## config.mk

```make
export PLATFORM = sky130hd
export DESIGN_NAME = servo_motion_ctrl
export DESIGN_NICKNAME = d
export VERILOG_FILES = /design/src/rtl/servo_motion_ctrl.sv
export SDC_FILE = /design/constraint.sdc
export NUM_CORES = 1
export LEC_CHECK = 0
export CAP_MARGIN = 20
export CORE_MARGIN = 1.5
export CORE_UTILIZATION = 54
export CTS_CLUSTER_DIAMETER = 50
export DETAILED_ROUTE_END_ITERATION = 7
export PLACE_DENSITY = 0.77
export RECOVER_POWER = 100
export SYNTH_ARGS = -nofsm -noshare
export SYNTH_HDL_FRONTEND = slang
export SYNTH_SLANG_ARGS = --single-unit
```

## constraint.sdc

```tcl
create_clock -name clk -period 5.9 [get_ports clk]
set_input_delay 0.885 -clock clk [delete_from_list [all_inputs] [get_ports clk]]
set_output_delay 0.885 -clock clk [all_outputs]
set_load 0.02 [all_outputs]
```

## src/rtl/servo_motion_ctrl.sv

```systemverilog
// Four-joint servo motion controller: each frame every joint moves at most
// STEP_DEG degrees towards its commanded target, one joint per cycle.
module servo_motion_ctrl #(
    parameter int FRAME_CYCLES = 1_000_000,
    parameter int STEP_DEG     = 2,
    parameter int HOME_DEG     = 90
) (
    input  logic        clk,
    input  logic        reset_n,
    input  logic        cmd_valid,
    output logic        cmd_ready,
    input  logic [1:0]  cmd_joint,
    input  logic [7:0]  cmd_angle,
    input  logic        estop,
    output logic [31:0] angle_out,
    output logic        busy,
    output logic        done
);
    localparam int CW = (FRAME_CYCLES > 1) ? $clog2(FRAME_CYCLES) : 1;

    typedef enum logic {IDLE, UPDATE} state_t;

    state_t          state, state_nx;
    logic [CW-1:0]   cnt;
    logic            frame_tick;
    logic [1:0]      j, j_nx;
    logic [3:0][7:0] cur, tgt, cur_nx, tgt_nx;
    logic            chg_frame, chg_nx, done_nx;
    logic signed [8:0] d, ad;
    logic [7:0]      stepped;

    assign frame_tick = (cnt == CW'(FRAME_CYCLES - 1));
    assign cmd_ready  = (state == IDLE) && !estop;
    assign angle_out  = cur;

    always_comb begin
        busy = 1'b0;
        for (int n = 0; n < 4; n++)
            if (cur[n] != tgt[n]) busy = 1'b1;
    end

    // Targets never exceed 180, so stepping by STEP_DEG cannot wrap 8 bits.
    always_comb begin
        d  = $signed({1'b0, tgt[j]}) - $signed({1'b0, cur[j]});
        ad = (d < 0) ? -d : d;
        if (ad <= $signed(9'(STEP_DEG)))
            stepped = tgt[j];
        else if (d > 0)
            stepped = cur[j] + 8'(STEP_DEG);
        else
            stepped = cur[j] - 8'(STEP_DEG);
    end

    always_comb begin
        state_nx = state;
        j_nx     = j;
        cur_nx   = cur;
        tgt_nx   = tgt;
        chg_nx   = chg_frame;
        done_nx  = 1'b0;
        case (state)
            IDLE: begin
                if (frame_tick) begin
                    state_nx = UPDATE;
                    j_nx     = 2'd0;
                    chg_nx   = 1'b0;
                end
                if (cmd_valid && cmd_ready)
                    tgt_nx[cmd_joint] = (cmd_angle > 8'd180) ? 8'd180 : cmd_angle;
            end
            UPDATE: begin
                if (!estop) begin
                    cur_nx[j] = stepped;
                    if (stepped != cur[j]) chg_nx = 1'b1;
                end
                j_nx = j + 2'd1;
                if (j == 2'd3) begin
                    state_nx = IDLE;
                    done_nx  = chg_nx && (cur_nx == tgt_nx);
                end
            end
            default: state_nx = IDLE;
        endcase
        // Emergency stop pins every target to where the joint is right now.
        if (estop) begin
            tgt_nx = cur;
            if (state == UPDATE && j == 2'd3) done_nx = chg_nx;
        end
    end

    always_ff @(posedge clk or negedge reset_n) begin
        if (!reset_n) begin
            cnt       <= '0;
            state     <= IDLE;
            j         <= 2'd0;
            cur       <= {4{8'(HOME_DEG)}};
            tgt       <= {4{8'(HOME_DEG)}};
            chg_frame <= 1'b0;
            done      <= 1'b0;
        end else begin
            cnt       <= frame_tick ? '0 : cnt + CW'(1);
            state     <= state_nx;
            j         <= j_nx;
            cur       <= cur_nx;
            tgt       <= tgt_nx;
            chg_frame <= chg_nx;
            done      <= done_nx;
        end
    end
endmodule
```

==> out/qor.txt <==
outcome: finished with violations
failing checks: capacitance limit, slew limit
WL per Instance: 22.8 um
Area Overhead vs Synth: 24.4%
Routed Antenna Nets: 0
filler-free cell count of the finished design: 1,047
Power Density: 215 nW/um^2
Root Buffer Master: clkbuf_16
CTS tree: yes
Initial Utilization: 55.7%
final hold vios: 0
Synth area leaders: dfrtp_1 (21%), dfstp_2 (13%), o21ai_0 (7.3%)
1st-iter DRT viols: 790
Max clock buf depth: 2
crit end category: flip-flop
Num CTS Buffers: 9
RSZ-0062 raised after global routing: yes
synthesized cell area: 6720 um^2
pre-CTS setup slack: -0.0865 ns
routed vias/inst: 6.26
layout cell share with drive strength beyond 1: 21.5%
drt first pass iters: 6
relative slew slack: -91.6%
Overall Global Routing Usage: 37.6%
dpl hpwl: 18,100 um
Sw Pwr: 579 uW
fin worst setup slack: 0.116 ns
Syn Area/Cell: 8.83 um^2
Slew @ Worst Pin: 2.87 ns
vias in the first global route: 6,419
DRC viols: 0
Core Region: 12,100 um^2
HP Class: flip-flop to flip-flop
gp weighted congestion: 1.09
Placement Rows: 40
clock transition at the registers of the reported paths: 0.07 ns
Top Ports: 49
Startpoint Class: flip-flop
final wirelength: 23,900 um
fmax: 173 MHz
synthesized instance count: 761
max-cap violations: 2
Critical Path RT: 6.17 ns
share of total power in sequential cells: 35.2%
Comb power frac: 30.4%
critical path class: flip-flop to flip-flop
Power Internal: 1.22 mW
Die Span Y: 115 um
post-synthesis sequential area ratio: 33.7%
Synth top cells by count: nand2_1 (114), o21ai_0 (98), dfrtp_1 (57)
crit path cell chain: buf_12 > mux4_2 > fa_2 > a211o_1 > a21oi_2 > a21oi_2 > o311ai_4 > nand4b_4 > nand2_4 > ha_4 > nor2b_2 > o31a_1 > o21a_1 > nor2_1 > xnor2_1 > xnor2_1 > o21ai_1 > a22oi_2 > buf_6 > a21o_1 > nand4_1 > nand4b_1 > or4_4 > o21ai_2
Clk network pwr share: 34.4%
pin count of the biggest net entering global routing: 90
Slowest-stage cell, CP: mux4_2
Final Setup Violations: 0
Clock Skews: 0.00973 ns
synthesized flop and latch total: 89
dpl cells: 1,008
cell taking the most area after synthesis: dfrtp_1
dominant synthesized flop cell: dfrtp_1
initial antenna violation count: 1
Util after Layout: 69.3%
synth unique cells: 74
Lkg Pwr: 3.56 nW
asr flop ratio synth: 100%
worst skew pair latency: 0.34 ns
period utilization: 98.0%
synth warn: 0
global route overflow: 0
die area: 13,100 um^2
Yosys top cell area share: 21.2%
buffers added on ports: 48
Max VDD drop: 207 uV
WP data arrival: 6.06 ns
CP max FO: 7
syn_nets: 797
Min Clock Period, post-route: 5.78 ns
# H-tree levels: 3
vias: 6,552
clk sink count: 89
slowest stage delay, CP: 0.55 ns
nets@finish: 909
fin. max-slew vios: 92
global-route wire length before repair: 36,600 um
Die X: 115 um
most frequent cell after synthesis: nand2_1
EDFF count, synth: 0
Sw Share: 32.2%
[worst paths after layout]
kind	start	to	slack, ns	depth (start not counted)
worst max-delay path	j[0]	done	0.12	24
worst min-delay path	cnt[4]	cnt[4]	0.49	1
worst max register to register	j[0]	done	0.12	24
worst min register to register	cnt[4]	cnt[4]	0.49	1
max in group asynchronous	reset_n	cnt[5]	1.36	2
min in group asynchronous	reset_n	angle_out[10]	1.05	1
[sequential cells by signal, indices dropped and copies added (netlist names)]
| name | cells |
|---|---|
| angle_out | 32 |
| cnt | 20 |
| tgt | 32 |
| chg_frame | 1 |
| state | 1 |
| done | 1 |
| j | 2 |
[kinds of logic (layout without fill, tap and decap cells)]
family | after synthesis | count (layout) | share of synthesized area, %
XOR/XNOR | 77 | 77 | 10.1
AO/OA/AOI/OAI | 207 | 207 | 19.8
adder cells (fa/ha/maj) | 22 | 22 | 4.32
flip-flops | 89 | 89 | 33.7
multiplexers | 46 | 46 | 10.3
AND/OR/NAND/NOR | 249 | 249 | 17.4
buffers and inverters | 71 | 188 | 4.26
other | 0 | 1 | 0
[layout make-up]
type	instances	area [um^2]
Fill cell	979	3700
Sequential cell	89	2270
Timing Repair Buffer	137	1160
Inverter	35	131
Clock buffer	9	225
Antenna cell	1	2.50
Clock inverter	7	91.3
Multi-Input combinational cell	601	4270
Tap cell	168	210
[per-layer routing]
layer / global-route usage, % / part of all wire, % / vias up
met5: 0 / 0 / -
met1: 49.5 / 40 / 3188
met3: 7.73 / 9.5 / 84
li1: - / - / 2945
met2: 59.9 / 46 / 335
met4: 17.0 / 4.7 / 0
[what timing repair did]
item	CTS	global route
pin swaps	5	19
endpoints found under the setup margin	1	1
gates resized for setup	4	24
buffers inserted	5	15
cloned	0	0
hold buffers	0	0
[critical path: cells and delay by family, from the launching register on]
family                     cells  cell delay (ns)
adders and majority gates      2             0.68
AOI/OAI and AO/OA             10             2.05
buffers and inverters          2             0.32
and+or+nand+nor                7             1.40
muxes                          1             0.55
DFF                            1             0.41
xor gates and xnor gates       2             0.32
[power groups by stage]
stage / clock network, mW / registers, mW / logic, mW
detailed placement: 0 / 0.641 / 0.483
finish: 0.617 / 0.631 / 0.547
floorplan: 0 / 0.639 / 0.313
global route: 0.644 / 0.631 / 0.577
CTS: 0.620 / 0.630 / 0.495
global placement: 0 / 0.640 / 0.474
[placed cells by master, fill, tap and decap left out, types with 5 or more instances in the layout]
cell,netlist,final
o21ai_1,4,5
ha_1,20,15
mux2i_1,26,26
dfrtp_1,57,57
nor2b_1,12,11
dfstp_2,32,32
and3_1,8,8
inv_1,35,33
a21oi_1,25,22
o211ai_1,5,5
nand4_1,13,13
nand2_1,114,112
clkdlybuf4s50_1,0,10
a22o_1,6,6
nor3_1,7,7
dlygate4sd3_1,0,36
nand3_1,21,21
buf_4,1,81
o22ai_1,5,5
and2_1,9,8
mux4_2,14,14
a21o_1,6,6
xor2_1,28,28
a211oi_1,5,5
o21ai_0,98,96
xnor2_1,48,47
clkbuf_16,0,9
nor2_1,40,40
[stage by stage]
| step | setup TNS (ns) | cell area (um^2) | power, mW | hold WS, ns |
|---|---|---|---|---|
| 2_1_floorplan | 0 | 6730 | 0.952 | 0.447 |
| 3_3_place_gp | 0 | 7760 | 1.11 | 0.468 |
| 3_5_place_dp | -0.0865 | 7760 | 1.12 | 0.481 |
| 4_1_cts | 0 | 8130 | 1.75 | 0.488 |
| 5_1_grt | -0.0954 | 8360 | 1.85 | 0.511 |
| 6_report | 0 | 8360 | 1.80 | 0.491 |
Note: power is estimated with default switching activity, not from simulation.
